### config.mk
export PLATFORM = sky130hd
export DESIGN_NAME = pipe_hazard_ctrl
export DESIGN_NICKNAME = d
export VERILOG_FILES = /design/src/rtl/pipe_hazard_ctrl.sv
export SDC_FILE = /design/constraint.sdc
export NUM_CORES = 1
export LEC_CHECK = 0
export CELL_PAD_IN_SITES_DETAIL_PLACEMENT = 1
export CELL_PAD_IN_SITES_GLOBAL_PLACEMENT = 1
export CORE_UTILIZATION = 19
export CTS_CLUSTER_DIAMETER = 150
export DETAILED_ROUTE_END_ITERATION = 7
export PLACE_DENSITY_LB_ADDON = 0.1
export RECOVER_POWER = 50
export SLEW_MARGIN = 15
export SYNTH_ARGS = -nofsm -noshare
export SYNTH_HDL_FRONTEND = slang
export SYNTH_SLANG_ARGS = --single-unit
### constraint.sdc
create_clock -name clock -period 2 [get_ports clock]
set_input_delay 0.3 -clock clock [delete_from_list [all_inputs] [get_ports clock]]
set_output_delay 0.3 -clock clock [all_outputs]
set_load 0.03 [all_outputs]
### src/rtl/pipe_hazard_ctrl.sv
`default_nettype none
// ============================================================================
// Module  : pipe_hazard_ctrl
// Purpose : Operand forwarding, load-use stall and taken-branch flush control
//           for a 5-stage pipeline. Optional counters: PIPE_HAZARD_PERF_EN.
// Revision: 1.0 - initial release
// ============================================================================
module pipe_hazard_ctrl (
  input  logic        clock,
  input  logic        resetn,
  input  logic [4:0]  drs,
  input  logic [4:0]  drt,
  input  logic        duse_rs,
  input  logic        duse_rt,
  input  logic        dbranch_taken,
  input  logic [4:0]  ern,
  input  logic        ewreg,
  input  logic        em2reg,
  input  logic        ebubble,
  input  logic [4:0]  mrn,
  input  logic        mwreg,
  input  logic        mm2reg,
  output logic [1:0]  fwda,
  output logic [1:0]  fwdb,
  output logic        wpcir,
  output logic        dbubble,
  output logic [31:0] stall_cnt,
  output logic [31:0] flush_cnt
);

  typedef enum logic [1:0] {
    RUN   = 2'b00,
    STALL = 2'b01,
    FLUSH = 2'b10
  } state_t;

  state_t state_q, state_d;

  logic ex_match_a, ex_match_b, mem_match_a, mem_match_b;
  logic load_use;
  logic [1:0] fwd_a, fwd_b;

  assign ex_match_a  = duse_rs & ewreg & ~ebubble & (ern != 5'd0) & (ern == drs);
  assign ex_match_b  = duse_rt & ewreg & ~ebubble & (ern != 5'd0) & (ern == drt);
  assign mem_match_a = duse_rs & mwreg & (mrn != 5'd0) & (mrn == drs);
  assign mem_match_b = duse_rt & mwreg & (mrn != 5'd0) & (mrn == drt);

  assign load_use = em2reg & (ex_match_a | ex_match_b);

  // A load still in EX cannot be forwarded, so it falls through to the MEM check.
  always_comb begin
    fwd_a = 2'b00;
    if (ex_match_a && !em2reg) fwd_a = 2'b01;
    else if (mem_match_a)      fwd_a = mm2reg ? 2'b11 : 2'b10;
  end

  always_comb begin
    fwd_b = 2'b00;
    if (ex_match_b && !em2reg) fwd_b = 2'b01;
    else if (mem_match_b)      fwd_b = mm2reg ? 2'b11 : 2'b10;
  end

  always_comb begin
    fwda    = fwd_a;
    fwdb    = fwd_b;
    wpcir   = 1'b1;
    dbubble = 1'b0;
    state_d = RUN;
    case (state_q)
      STALL: begin
        state_d = dbranch_taken ? FLUSH : RUN;
      end
      FLUSH: begin
        dbubble = 1'b1;
      end
      default: begin
        // Load-use wins over a taken branch; the branch re-resolves after the stall.
        if (load_use) begin
          wpcir   = 1'b0;
          dbubble = 1'b1;
          state_d = STALL;
        end else if (dbranch_taken) begin
          state_d = FLUSH;
        end
      end
    endcase
  end

  always_ff @(posedge clock or negedge resetn) begin
    if (!resetn) state_q <= RUN;
    else         state_q <= state_d;
  end

`ifdef PIPE_HAZARD_PERF_EN
  logic [31:0] stall_cnt_q, stall_cnt_d;
  logic [31:0] flush_cnt_q, flush_cnt_d;

  always_comb begin
    stall_cnt_d = stall_cnt_q;
    flush_cnt_d = flush_cnt_q;
    if (state_q == RUN && load_use) stall_cnt_d = stall_cnt_q + 32'd1;
    if (state_q == FLUSH)           flush_cnt_d = flush_cnt_q + 32'd1;
  end

  always_ff @(posedge clock or negedge resetn) begin
    if (!resetn) begin
      stall_cnt_q <= 32'd0;
      flush_cnt_q <= 32'd0;
    end else begin
      stall_cnt_q <= stall_cnt_d;
      flush_cnt_q <= flush_cnt_d;
    end
  end

  assign stall_cnt = stall_cnt_q;
  assign flush_cnt = flush_cnt_q;
`else
  assign stall_cnt = 32'd0;
  assign flush_cnt = 32'd0;
`endif

endmodule
`default_nettype wire

==> impl_metrics.py, run 1 <==
metrics = {
    "synthesis": {
        "synth.area.mux_share_pct": 0,
        "yosysMostFrequentCell": "buf_4",
        "synth_ff_type": "dfrtp_1",
        "synth_area_leaders": "buf_4, xor2_1, dfrtp_1",
        "synthCells": 121,
        "synth_xor_area_share_pct": 19.2,
        "yosysWarningCount": 0,
        "mappedNetlistArea_um2": 915,
        "synth_edf_count": 0,
        "yosys.area_share.simple_pct": 12.2,
        "synth_area_per_cell_um2": 7.56,
        "synth_cell_types": 17,
        "ys_seq_elements": 2,
        "synth_top_area_share_pct": 52.5,
        "synthAdderAreaFrac_pct": 2.74,
        "async_flop_share_pct": 100,
        "ys_seq_area_share_pct": 5.47,
        "synth_top_family_by_area": "buffers and inverters",
        "synth_area_leader_cell": "buf_4",
        "synth_common_cells": "buf_4, xor2_1, nor2_1",
        "synth_compound_area_share_pct": 5.88,
    },
    "sta": {
        "setup_viol": 0,
        "period_share_pct": 95.3,
        "min_period_ns": 1.91,
        "rsz0062_at_grt": "no",
        "fin_skew_ns": 0.00187,
        "slew_violations": 0,
        "setup_ws_ns": 0.0935,
        "fmax_mhz": 525,
        "hold_viol_final": 0,
    },
    "detailed_routing": {
        "routed.top_layer": "met3",
        "wire_per_inst_um": 9.96,
        "drtPass1Iterations": 7,
        "ant_nets": 0,
        "wl_met3_um": 205,
        "post-route-drc-count": 7,
        "dr_wl_met2_um": 1270,
        "drt-met1-wl_um": 788,
        "drt_iter0_drc": 25,
        "num_vias": 734,
        "via_per_inst": 3.23,
        "wl_um": 2260,
    },
    "cts": {
        "clk_path_buf_depth": 2,
        "clock-sinks": 2,
        "cts_buffers": 3,
        "cts.clk_slew.worst_paths_ns": 0.03,
        "insertion_delay_ns": 0.21,
        "cts_setup_buffers": 0,
        "hold_buffers": 0,
        "cts_tree": "yes",
        "htreeDepth": 1,
        "cts_root_buf": "clkbuf_8",
    },
    "finish": {
        "diodes": 0,
        "largest_reg_flops": 2,
        "layout-drive-gt1-share_pct": 29.7,
        "top_register": "state_q",
        "final_cell_area_um2": 1240,
        "syn2layout_area_growth_pct": 35.7,
        "reg_top3": "state_q (2)",
        "fin_nets": 209,
    },
    "floorplan": {
        "core_area_um2": 4500,
        "rows": 24,
        "die_w_um": 71.4,
        "io_pins": 100,
        "initial_core_util_pct": 20.3,
        "die_y_um": 71.4,
        "die-area_um2": 5100,
    },
    "outcome": {
        "failed_checks": "design-rule violations",
        "status": "complete, but fails checks",
    },
    "placed_design": {
        "dp_hpwl_um": 2090,
        "dp_worst_setup_slack_ns": -0.624,
        "gp_congestion": 0.731,
        "io_buffers": 35,
        "post_dp_cell_area_um2": 1200,
    },
    "worst_setup_path": {
        "slowest_delay_ns": 0.44,
        "crit_path_start_kind": "input pin",
        "crit_required_ns": 1.70,
        "cp-startpoint": "ebubble",
        "r2r_cells": 7,
        "end_kind": "output port",
        "crit_slowest_cell": "clkdlybuf4s50_1",
        "crit_type": "in -> out",
        "worst_ep_arrival_time_ns": 1.61,
        "crit_chain": "clkdlybuf4s50_1 > nand2b_1 > a21oi_2 > buf_4 > nand2b_1 > nor2_2 > nor3_1 > buf_4",
        "timing.rr.start": "state_q[0]",
        "critical_path_peak_fanout": 2,
    },
    "power_and_ir_drop": {
        "p_sw_mw": 0.256,
        "comb_power_share_pct": 61.2,
        "max-vdd-ir-drop_mv": 0.292,
        "p_sw_share_pct": 50.3,
        "clock_power_share_pct": 30.3,
        "powerDensity_nw_per_um2": 411,
        "p_int_mw": 0.253,
        "p_leak_nw": 0.671,
        "p_seq_share_pct": 8.5,
    },
    "job": {
        "max_cap_violations": 0,
    },
    "hold_path": {
        "min_path_type": "in -> async",
    },
    "global_route": {
        "grt_max_degree": 4,
        "overflow": 0,
        "track_usage_pct": 8.29,
        "antenna_found_initial": 0,
        "grt_pass1_wl_um": 3310,
        "grt_pass1_vias": 731,
    },
}
[logic make-up (layout without fill, tap and decap cells)]
group | count (synthesis) | in the layout
AOI/OAI and AO/OA | 7 | 7
and+or+nand+nor | 21 | 21
other | 1 | 64
buffers and inverters | 68 | 59
DFF | 2 | 2
adders and majority gates | 2 | 2
xor gates and xnor gates | 20 | 20
[metal layers]
layer,vias up,track usage (%)
met5,-,0
met4,0,2.67
met3,0,1.13
met2,50,16.8
met1,320,8.61
li1,364,-
[critical path, delay by kind of cell]
kind | cells | cell delay, ns
compound gates | 1 | 0.05
buf+inv | 3 | 0.77
simple gates | 4 | 0.50
[cell usage in the layout, fill, tap and decap left out, types with 2 or more instances in the layout]
| master | instances |
|---|---|
| xnor2_1 | 4 |
| dlygate4sd2_1 | 6 |
| buf_2 | 7 |
| nor2_2 | 2 |
| a21o_1 | 3 |
| buf_4 | 21 |
| conb_1 | 64 |
| clkdlybuf4s50_1 | 8 |
| clkbuf_2 | 5 |
| nor2_1 | 4 |
| xor2_2 | 2 |
| xor2_1 | 14 |
| ha_1 | 2 |
| clkbuf_8 | 3 |
| nor4_2 | 4 |
| nor3_1 | 2 |
| nand2b_1 | 2 |
| buf_6 | 2 |
| inv_1 | 4 |
| nand3_1 | 5 |
| dfrtp_1 | 2 |
[area by class of cell]
type	instances	area [µm²]
fillers	582	3260
repair buffers	52	407
flip-flops and latches	2	50.0
clock buffers	3	41.3
multi-input cells	114	663
inverters	4	15.0
well taps	52	65.1
[power by group through the flow]
stage | clock (mW) | combinational [mW] | sequential [mW]
floorplan | 0 | 0.300 | 0.0435
global placement | 0 | 0.312 | 0.0435
detailed placement | 0 | 0.314 | 0.0436
CTS | 0.161 | 0.308 | 0.0432
global route | 0.167 | 0.334 | 0.0433
finish | 0.155 | 0.312 | 0.0432
[repair_timing]
action	CTS	global route
resized for setup	54	20
endpoints found under the setup margin	6	6
pin swaps	11	14
[final timing paths]
check,slack (ns),endpoint
worst max register to register,0.67,state_q[1]
worst max-delay path,0.09,fwdb[1]
min in group clock,0.65,state_q[1]
max in group asynchronous,1.55,state_q[1]
worst min register to register,0.70,state_q[1]
worst min-delay path,0.32,state_q[0]
[through the flow]
stage | power (mW) | hold WS [ns] | utilization [%] | setup TNS, ns | cells
3_5_place_dp | 0.357 | 0.473 | 26.7 | -2.67 | 224
3_3_place_gp | 0.355 | 0.470 | 26.7 | -2.41 | 224
4_1_cts | 0.512 | 0.253 | 27.6 | 0 | 227
6_report | 0.510 | 0.325 | 27.6 | 0 | 227
2_1_floorplan | 0.343 | 0.00441 | - | 0 | 184
5_1_grt | 0.544 | 0.323 | 27.6 | 0 | 227
Power figures use the tool's default switching activity.
==> run 2, diff against run 1 <==
--- a/config.mk
+++ b/config.mk
@@ -7,8 +7,10 @@
 export LEC_CHECK = 0
 export CELL_PAD_IN_SITES_DETAIL_PLACEMENT = 1
 export CELL_PAD_IN_SITES_GLOBAL_PLACEMENT = 1
+export CORE_MARGIN = 2
 export CORE_UTILIZATION = 19
 export CTS_CLUSTER_DIAMETER = 150
+export CTS_CLUSTER_SIZE = 24
 export DETAILED_ROUTE_END_ITERATION = 7
 export PLACE_DENSITY_LB_ADDON = 0.1
 export RECOVER_POWER = 50
==> impl_metrics.py, run 2 (synthesis results as in run 1) <==
metrics = {
    "finish": {
        "largest_reg_flops": 2,
        "final_cell_mix": "conb_1, buf_4, xor2_1",
        "final_cell_count_no_fill": 229,
        "fin_nets": 209,
        "diodes": 0,
        "syn2layout_area_growth_pct": 35.4,
        "reg_top3": "state_q (2)",
        "final_util_pct": 26.4,
        "top_register": "state_q",
        "final_common_cell": "conb_1",
        "layout-drive-gt1-share_pct": 26.9,
        "final_cell_area_um2": 1240,
    },
    "sta": {
        "fmax_mhz": 515,
        "setup_viol": 0,
        "hold_ws_ns": 0.323,
        "setup_ws_ns": 0.0596,
        "rsz0062_at_grt": "yes",
        "period_share_pct": 97.0,
        "slew_violations": 0,
        "setup_tns_ns": 0,
        "fin_skew_ns": 0.00318,
        "min_period_ns": 1.94,
        "hold_viol_final": 0,
    },
    "floorplan": {
        "core_area_um2": 4690,
        "die_w_um": 73.4,
        "initial_core_util_pct": 19.5,
        "io_pins": 100,
        "die-area_um2": 5380,
        "rows": 25,
        "die_y_um": 73.4,
    },
    "placed_design": {
        "gp_congestion": 0.677,
        "dp_hpwl_um": 2090,
        "io_buffers": 35,
        "post_dp_cell_area_um2": 1200,
        "dp_worst_setup_slack_ns": -0.570,
        "dpl.cell_count": 225,
    },
    "global_route": {
        "grt_pass1_wl_um": 3340,
        "grt_max_degree": 4,
        "track_usage_pct": 8.22,
        "overflow": 0,
        "antenna_found_initial": 0,
        "grt_pass1_vias": 744,
    },
    "power_and_ir_drop": {
        "p_sw_mw": 0.260,
        "p_leak_nw": 0.679,
        "max-vdd-ir-drop_mv": 0.222,
        "clock_power_share_pct": 31.1,
        "p_int_mw": 0.256,
        "total_power_mw": 0.516,
        "powerDensity_nw_per_um2": 417,
        "p_sw_share_pct": 50.3,
        "p_seq_share_pct": 8.4,
        "comb_power_share_pct": 60.5,
    },
    "detailed_routing": {
        "drtPass1Iterations": 4,
        "drt_iter0_drc": 10,
        "via_per_inst": 3.27,
        "wl_um": 2270,
        "post-route-drc-count": 0,
        "wire_per_inst_um": 9.93,
        "ant_nets": 0,
        "num_vias": 748,
    },
    "worst_setup_path": {
        "crit_required_ns": 1.70,
        "worst_ep_arrival_time_ns": 1.64,
        "r2r_cells": 7,
        "crit_type": "in -> out",
        "critical_path_peak_fanout": 3,
        "crit_path_start_kind": "input pin",
        "end_kind": "output port",
    },
    "job": {
        "max_cap_violations": 0,
    },
    "cts": {
        "insertion_delay_ns": 0.21,
        "htreeDepth": 1,
        "clk_path_buf_depth": 2,
        "cts_tree": "yes",
        "cts.clk_slew.worst_paths_ns": 0.03,
        "cts_root_buf": "clkbuf_8",
        "hold_buffers": 0,
        "cts_buffers": 3,
        "clock-sinks": 2,
    },
    "outcome": {
        "status": "finished clean",
    },
    "hold_path": {
        "min_path_type": "in -> async",
    },
}
[run 2: power by group through the flow]
stage / sequential [mW] / clock, mW / combinational, mW
finish: 0.0432 / 0.160 / 0.312
global route: 0.0436 / 0.166 / 0.335
CTS: 0.0433 / 0.164 / 0.308
detailed placement: 0.0437 / 0 / 0.313
global placement: 0.0435 / 0 / 0.312
floorplan: 0.0435 / 0 / 0.300
[run 2: critical path: stages]
cell and delay (ns):
clkdlybuf4s15_1 0.21, or4_4 0.56, o21ai_4 0.18, nor2_1 0.06
a21o_1 0.18, buf_6 0.13
[run 2: worst paths after layout]
kind | from | endpoint | slack [ns]
setup / recovery | mrn[2] | fwdb[0] | 0.06
hold / removal | resetn | state_q[0] | 0.32
setup reg to reg | state_q[0] | state_q[1] | 0.65
hold reg to reg | state_q[0] | state_q[1] | 0.70
max in group asynchronous | resetn | state_q[1] | 1.55
min in group clock | dbranch_taken | state_q[1] | 0.65
[run 2: layout make-up]
| class | count | area, µm² |
|---|---|---|
| Clock buffer | 3 | 41.3 |
| Multi-Input combinational cell | 114 | 649 |
| Tap cell | 54 | 67.6 |
| Fill cell | 590 | 3450 |
| Timing Repair Buffer | 52 | 415 |
| Sequential cell | 2 | 50.0 |
| Inverter | 4 | 15.0 |
[run 2: repair_timing]
action | in CTS | in global routing
resized for setup | 53 | 16
endpoints found under the setup margin | 6 | 6
buffers inserted | 1 | 1
pin swaps | 11 | 8
[run 2: layer usage]
layer / wire (µm) / up-vias / GRT usage, %
met3: 215 / 4 / 1.10
met1: 769 / 329 / 8.05
li1: - / 364 / -
met2: 1270 / 51 / 17.0
met4: 21 / 0 / 3.03
met5: 0 / - / 0
